File: config.mk
export PLATFORM = sky130hd
export DESIGN_NAME = fetch_queue
export DESIGN_NICKNAME = d
export VERILOG_FILES = /design/src/rtl/fetch_queue.sv
export SDC_FILE = /design/constraint.sdc
export NUM_CORES = 1
export LEC_CHECK = 0
export CAP_MARGIN = 15
export CORE_ASPECT_RATIO = 1.25
export CORE_UTILIZATION = 40
export CTS_CLUSTER_DIAMETER = 60
export DETAILED_ROUTE_END_ITERATION = 6
export PLACE_DENSITY = 0.64
export SYNTH_ARGS = -nofsm -noshare
export SYNTH_HDL_FRONTEND = slang
export SYNTH_SLANG_ARGS = --single-unit
File: constraint.sdc
create_clock -name clk -period 4.45 [get_ports clk]
set_input_delay 0.89 -clock clk [delete_from_list [all_inputs] [get_ports clk]]
set_output_delay 0.89 -clock clk [all_outputs]
set_load 0.05 [all_outputs]
File: src/rtl/fetch_queue.sv
// Instruction fetch front end: issues sequential fetches to a variable-latency memory,
// buffers returned instructions with their PC, and presents the head to decode.
module fetch_queue #(
    parameter int          DEPTH     = 4,
    parameter logic [31:0] RESET_PC  = 32'h0000_0000,
    parameter logic [31:0] NOP_INSTR = 32'h0000_0013
) (
    input  logic        clk,
    input  logic        rst,
    output logic        imem_req_valid,
    input  logic        imem_req_ready,
    output logic [31:0] imem_req_addr,
    input  logic        imem_resp_valid,
    input  logic [31:0] imem_resp_data,
    input  logic        redirect,
    input  logic [31:0] redirect_pc,
    input  logic        stall_d,
    output logic        instr_valid,
    output logic [31:0] instr_out,
    output logic [31:0] pc_out,
    output logic [31:0] pc_plus4_out
);

    localparam int              AW      = $clog2(DEPTH);
    localparam int              CW      = AW + 1;
    localparam logic [CW:0]     DEPTH_C = (CW + 1)'(DEPTH);
    localparam logic [CW-1:0]   CZERO   = {CW{1'b0}};
    localparam logic [AW-1:0]   PZERO   = {AW{1'b0}};

    logic [31:0]   fetch_pc_q, fetch_pc_d;
    logic [31:0]   resp_pc_q, resp_pc_d;
    logic [CW-1:0] count_q, count_d;
    logic [CW-1:0] inflight_q, inflight_d;
    logic [CW-1:0] drop_q, drop_d;
    logic [AW-1:0] head_q, head_d;
    logic [AW-1:0] tail_q, tail_d;
    logic [31:0]   instr_mem_q [DEPTH];
    logic [31:0]   pc_mem_q    [DEPTH];

    logic [CW:0]   credit_s;
    logic          req_fire_s;
    logic          resp_s;
    logic          push_s;
    logic          pop_s;
    logic [CW-1:0] fire_w_s;
    logic [CW-1:0] resp_w_s;
    logic [CW-1:0] push_w_s;
    logic [CW-1:0] pop_w_s;

    // Credits cover both buffered entries and requests still out at the memory.
    assign credit_s       = {1'b0, count_q} + {1'b0, inflight_q};
    assign imem_req_valid = rst & ~redirect & (credit_s < DEPTH_C);
    assign imem_req_addr  = fetch_pc_q;
    assign req_fire_s     = imem_req_valid & imem_req_ready;
    assign resp_s         = rst & imem_resp_valid & (inflight_q != CZERO);
    assign push_s         = resp_s & ~redirect & (drop_q == CZERO);
    assign instr_valid    = rst & (count_q != CZERO);
    assign pop_s          = instr_valid & ~stall_d & ~redirect;

    assign fire_w_s = {{(CW-1){1'b0}}, req_fire_s};
    assign resp_w_s = {{(CW-1){1'b0}}, resp_s};
    assign push_w_s = {{(CW-1){1'b0}}, push_s};
    assign pop_w_s  = {{(CW-1){1'b0}}, pop_s};

    // Next-state: a redirect flushes the queue and turns every surviving request into a drop.
    always_comb begin
        fetch_pc_d = fetch_pc_q;
        resp_pc_d  = resp_pc_q;
        count_d    = count_q;
        inflight_d = inflight_q;
        drop_d     = drop_q;
        head_d     = head_q;
        tail_d     = tail_q;
        if (redirect) begin
            fetch_pc_d = redirect_pc;
            resp_pc_d  = redirect_pc;
            count_d    = CZERO;
            head_d     = PZERO;
            tail_d     = PZERO;
            inflight_d = inflight_q - resp_w_s;
            drop_d     = inflight_q - resp_w_s;
        end else begin
            if (req_fire_s) begin
                fetch_pc_d = fetch_pc_q + 32'd4;
            end else begin
                fetch_pc_d = fetch_pc_q;
            end
            inflight_d = inflight_q + fire_w_s - resp_w_s;
            if (resp_s && (drop_q != CZERO)) begin
                drop_d = drop_q - {{(CW-1){1'b0}}, 1'b1};
            end else begin
                drop_d = drop_q;
            end
            if (push_s) begin
                tail_d    = tail_q + {{(AW-1){1'b0}}, 1'b1};
                resp_pc_d = resp_pc_q + 32'd4;
            end else begin
                tail_d    = tail_q;
                resp_pc_d = resp_pc_q;
            end
            if (pop_s) begin
                head_d = head_q + {{(AW-1){1'b0}}, 1'b1};
            end else begin
                head_d = head_q;
            end
            count_d = count_q + push_w_s - pop_w_s;
        end
    end

    // Control state registers with synchronous active-low reset.
    always_ff @(posedge clk) begin
        if (!rst) begin
            fetch_pc_q <= RESET_PC;
            resp_pc_q  <= RESET_PC;
            count_q    <= CZERO;
            inflight_q <= CZERO;
            drop_q     <= CZERO;
            head_q     <= PZERO;
            tail_q     <= PZERO;
        end else begin
            fetch_pc_q <= fetch_pc_d;
            resp_pc_q  <= resp_pc_d;
            count_q    <= count_d;
            inflight_q <= inflight_d;
            drop_q     <= drop_d;
            head_q     <= head_d;
            tail_q     <= tail_d;
        end
    end

    // Entry storage; contents are only meaningful while counted, so no reset is needed.
    always_ff @(posedge clk) begin
        if (push_s) begin
            instr_mem_q[tail_q] <= imem_resp_data;
            pc_mem_q[tail_q]    <= resp_pc_q;
        end
    end

    // Head presentation, falling back to a NOP bubble when nothing is buffered.
    always_comb begin
        if (instr_valid) begin
            instr_out    = instr_mem_q[head_q];
            pc_out       = pc_mem_q[head_q];
            pc_plus4_out = pc_mem_q[head_q] + 32'd4;
        end else begin
            instr_out    = NOP_INSTR;
            pc_out       = 32'd0;
            pc_plus4_out = 32'd0;
        end
    end

endmodule

Yosys cells after proc, flatten, opt, wreduce, memory -nomap -nowiden

Memory sizes are Yosys's and may differ from the RTL's. A register that Yosys moved wholly into a read port is not among the register bits.
Cells that the tools add are included.

Input port bits: 70
Bits in registers: 77
Output and inout bits: 130
Memories kept: 2
Memory bits (writable): 256

Memories:

| memory      | words | width | read ports | clocked after memory_dff | write ports | RTL line | text |
|---|---|---|---|---|---|---|---|
| instr_mem_q | 4     | 32    | 1          | 1                        | 1           | 37       | `logic [31:0] instr_mem_q [DEPTH];` |
| pc_mem_q    | 4     | 32    | 1          | 1                        | 1           | 38       | `logic [31:0] pc_mem_q [DEPTH];` |

Reduce and logical (&&, ||, !) cells: 9
Add/sub/neg operators: 12
Magnitude comparators: 1
Multiplexer cells: 16
Bitwise operators: 13

Operators with widths:

| operator                                                                      | count |
|---|---|
| 32-bit 2-to-1 mux                                                             | 7 |
| 32-bit by 3-bit adder with 32-bit output (second input constant)              | 3 |
| 1-bit AND                                                                     | 10 |
| 3-bit 2-to-1 mux                                                              | 3 |
| 3-bit nonzero test                                                            | 3 |
| 3-bit by 1-bit subtractor with 3-bit output                                   | 3 |
| 2-bit 2-to-1 mux                                                              | 4 |
| 3-bit by 1-bit adder with 3-bit output                                        | 2 |
| 2-bit nonzero test                                                            | 3 |
| 2-bit by 1-bit adder with 2-bit output (second input constant)                | 2 |
| 3-bit by 3-bit adder with 4-bit output                                        | 1 |
| 4-bit by 3-bit less-than comparator with 1-bit output (second input constant) | 1 |
| 3-bit logical NOT                                                             | 1 |
| 1-bit inverter                                                                | 3 |
| 3-bit by 1-bit subtractor with 3-bit output (second input constant)           | 1 |
| 1-bit 2-to-1 mux                                                              | 2 |
| 2-bit OR reduction                                                            | 1 |
| 1-bit logical AND                                                             | 1 |

Longest topological paths before layout

Gate-level depths: netlist of the first run.

Word-level depth: 7
Gate-level depth with buffers: 15

Least setup slack after synthesis of the first run

OpenSTA, ideal clock, no wires.

Path type: flip-flop to output port
Start point: register (tool-made name)
End point: output port pc_plus4_out[16]
Buffers on the path: 2
Required time: 3.560 ns
Arrival: 2.804 ns
Path slack: 0.756 ns
Cell stages (with the launch flop): 10
Path through: dfxtp_1 > buf_6 > buf_12 > mux4_1 > ha_1 > and4_1 > and3b_1 > and3_1 > xnor2_1 > nor2_1

RTL lines:

| what          | RTL line | text |
|---|---|---|
| end, declared | 21       | `output logic [31:0] pc_plus4_out` |

==> flow_metrics.env, run 1 <==
export IMPL_fillers=2970
export IMPL_netSwitchingFraction_pct=22.7
export IMPL_synth_seq_area_share_pct=63.2
export IMPL_drv_slew=0
export IMPL_postSynth_asyncResetShare_pct=0
export IMPL_synth_top_family_by_area="simple AND/OR/NAND/NOR gates"
export IMPL_syn_to_final_growth_pct=31.4
export IMPL_antenna_found_initial=0
export IMPL_die_w_um=173
export IMPL_cp_depth=7
export IMPL_reg2reg_from="count_q[1]$_SDFF_PP0_"
export IMPL_yosys_area_share_simple_pct=12.7
export IMPL_ys_ff_latch=335
export IMPL_skew_ns=0.0222
export IMPL_internal_power_mw=5.35
export IMPL_clock_fmax_mhz=243
export IMPL_yosys_area_top_type_share_pct=52.4
export IMPL_grt_overflow=0
export IMPL_synth_area_leader_cell="edfxtp_1"
export IMPL_tritoncts="built"
export IMPL_r2r_end="inflight_q[2]$_SDFF_PN0_"
export IMPL_cts_buffers=36
export IMPL_syn_avg_cell_area_um2=14.1
export IMPL_die_area_um2=37500
export IMPL_leakagePower_nw=6.37
export IMPL_synth_area_mux_share_pct=10.3
export IMPL_drive_gt1_share_pct=20.7
export IMPL_hold_viol=0
export IMPL_yosys_warnings=0
export IMPL_floorplan_initialDensity_pct=40.5
export IMPL_worstHoldStart="imem_req_addr[1]$_SDFFE_PN0P_"
export IMPL_drt_wirelength_per_cell_um=19.2
export IMPL_via_per_inst=5.26
export IMPL_synthTopCellsByArea="edfxtp_1, dfxtp_1, mux4_2"
export IMPL_utilization_pct=53.2
export IMPL_core_area_um2=36200
export IMPL_cp_start_kind="flop"
export IMPL_vias=9184
export IMPL_fin_nets=1328
export IMPL_post_cts_buffers=0
export IMPL_critPathKind="reg -> out"
export IMPL_critPathMaxFanout=25
export IMPL_grt_usage_pct=17.9
export IMPL_numPortBuffers=199
export IMPL_pwr_share_clk_pct=41.9
export IMPL_synth_edf_count=256
export IMPL_tightest_slew_ns=0.740
export IMPL_crit_buf_inv=2
export IMPL_netSwitchingPower_mw=1.57
export IMPL_antenna_left=0
export IMPL_wirelength_mm=33.5
export IMPL_whs_endpoint="imem_req_addr[1]$_SDFFE_PN0P_"
export IMPL_diodes=0
export IMPL_syn_num_nets=1129
export IMPL_grt_max_degree=77
export IMPL_cp_end_kind="output port"
export IMPL_htree_num_levels=2
export IMPL_hold_path_class="reg -> reg"
export IMPL_drt_pass1_iterations=5
export IMPL_powerDensity_nw_per_um2=359
export IMPL_holdPathStages=2
export IMPL_first_global_vias=9180
export IMPL_synthFlopType="edfxtp_1"
export IMPL_status="finished clean"
export IMPL_post_route_min_period_ns=4.11
export IMPL_tns_ns=0
export IMPL_postSynthCellCount=1040
export IMPL_synth_compound_area_share_pct=5.22
export IMPL_synth_xor_area_share_pct=4.30
export IMPL_cts_root_buf="clkbuf_16"
export IMPL_drc=0
export IMPL_p_total_mw=6.91
export IMPL_synth_cell_types=61
export IMPL_slowest_delay_ns=0.50
export IMPL_worstRegToRegCells=12
export IMPL_vdd_drop_max_uv=240
export IMPL_num_rows=78
export IMPL_clock_latency_ns=0.52
export IMPL_critPathRequiredTime_ns=3.56
export IMPL_cts_buffer_depth=3
export IMPL_crit_slowest_cell="dfxtp_4"
export IMPL_path_cells="buf_4, mux4_2, and4_4, nand3_4, or3_1, a21oi_1, buf_12"
export IMPL_rsz0062_at_grt="no"
export IMPL_fin_crit_sh_pct=92.4
export IMPL_pwr_share_comb_pct=7.2
export IMPL_path_clk_slew_ns=0.06
export IMPL_cts_resized=0
export IMPL_die_h_um=216
export IMPL_cp_top_family="simple AND/OR/NAND/NOR gates"
export IMPL_io_pins=200
export IMPL_power_frac_seq_pct=50.9
export IMPL_drtIter0Drc=530
export IMPL_holdBufCountCts=0
export IMPL_drv_cap=0
export IMPL_grt_pass1_wl_mm=52.0
export IMPL_cts_sinks=335
export IMPL_synthesis_area_um2=14700
export IMPL_hpwl_mm=22.8
export IMPL_setup_violations=0
export IMPL_slew_headroom_pct=50.7
export IMPL_yosys_area_share_adder_pct=1.72
export IMPL_arrival_ns=3.22
export IMPL_place_congestion=0.817
export IMPL_r2r_setup_slack_ns=1.62
[area by class of cell]
cell class	count	area [um^2]	area share, %
Tap cell	480	601	3.12
Multi-Input combinational cell	624	5040	26.1
Inverter	26	100	0.519
Clock inverter	19	174	0.902
Clock buffer	45	977	5.07
Timing Repair Buffer	216	3110	16.1
Sequential cell	335	9280	48.1
[worst register-to-register path: cells and delay by family, from the launching register on]
family	cells	cell delay [ns]
adder cells (fa/ha/maj)	4	1.08
AO/OA/AOI/OAI	2	0.52
XOR/XNOR	2	0.30
flip-flops	1	0.42
buffers and inverters	2	0.08
AND/OR/NAND/NOR	2	0.32
[per-layer routing]
layer  GRT usage, %  wire length (um)
met5              0                 0
met4           4.66               551
met3           2.79              1640
met2           30.7             16600
met1           23.6             14600
[stage by stage]
| step | worst slack [ns] | hold slack [ns] | area (um^2) | instances |
|---|---|---|---|---|
| after floorplan | 0.756 | 0.460 | 14700 | 1040 |
| after global placement | 0.723 | 0.464 | 18100 | 1681 |
| after detailed placement | 0.623 | 0.455 | 18100 | 1681 |
| after CTS | 0.246 | 0.468 | 19300 | 1745 |
| after global routing | 0.117 | 0.497 | 19300 | 1745 |
| final | 0.337 | 0.467 | 19300 | 1745 |
[Yosys cell counts, drive strengths merged (8+ instances only)]
cell,count
ha,17
clkbuf,33
a21oi,65
nor4,8
buf,22
inv,26
mux4,64
a31oi,14
nor3,18
xor2,27
o21ai,46
nor2,62
or3,8
dfxtp,79
nand2,57
xnor2,45
nand3,28
and3,16
edfxtp,256
nand4,22
and4,12
and2,75
[cell usage in the layout, fill, tap and decap left out, types with 3 or more instances in the layout]
cell	Yosys	final
nand2_1	56	56
inv_1	25	24
nor3_2	9	9
xnor2_1	45	45
nor2_1	62	62
and2_4	1	5
or3_1	8	8
nor4_1	6	6
ha_1	17	17
and4_1	10	10
clkinv_2	0	3
mux4_1	5	5
a31oi_1	14	14
nand3_1	26	26
buf_12	1	99
clkbuf_16	0	38
edfxtp_1	256	256
buf_4	4	16
nor2b_1	4	4
and3_1	15	15
nand4b_1	3	3
o21ai_0	46	46
clkinvlp_4	0	3
xor2_1	27	27
dfxtp_1	79	77
clkdlybuf4s50_1	0	101
nor3_1	9	9
nand4_1	20	20
and2_1	74	70
a211oi_1	4	4
clkinv_1	0	6
nand3b_1	3	3
a21oi_1	64	64
mux4_2	59	59
clkbuf_1	33	7
inv_6	0	3
[sequential cells by signal (all words and copies together) (netlist names), named ones only]
name           flops
instr_mem_q      128
drop_q             3
imem_req_addr     32
tail_q             2
head_q             2
inflight_q         3
resp_pc_q         32
pc_mem_q         128
count_q            3
[cells by family (layout without fill, tap and decap cells)]
| group | after synthesis | in the layout |
|---|---|---|
| AND/OR/NAND/NOR | 324 | 324 |
| AO/OA/AOI/OAI | 140 | 140 |
| buffers and inverters | 81 | 306 |
| XOR/XNOR | 72 | 72 |
| flip-flops | 335 | 335 |
| multiplexers | 69 | 69 |
| adder cells (fa/ha/maj) | 19 | 19 |
[worst max-delay path by stage]
stage                                    end  slack [ns]
finish                      pc_plus4_out[23]        0.34
global route                pc_plus4_out[23]        0.12
CTS                         pc_plus4_out[23]        0.25
detailed placement  inflight_q[2]$_SDFF_PN0_        0.62
global placement    inflight_q[2]$_SDFF_PN0_        0.72
floorplan                   pc_plus4_out[16]        0.76
[power groups by stage]
stage | clock network [mW] | registers [mW] | logic (mW)
global placement | 0 | 3.58 | 0.496
CTS | 2.96 | 3.52 | 0.506
detailed placement | 0 | 3.58 | 0.503
floorplan | 0 | 3.62 | 0.235
finish | 2.89 | 3.52 | 0.501
global route | 3.08 | 3.53 | 0.543
Power figures use the tool's default switching activity.
==> inputs of run 2 (changes only) <==
- GPL_ROUTABILITY_DRIVEN: default -> 0
==> results of run 2 <==
Final layout, timing and power as in run 1 (identical DEF).
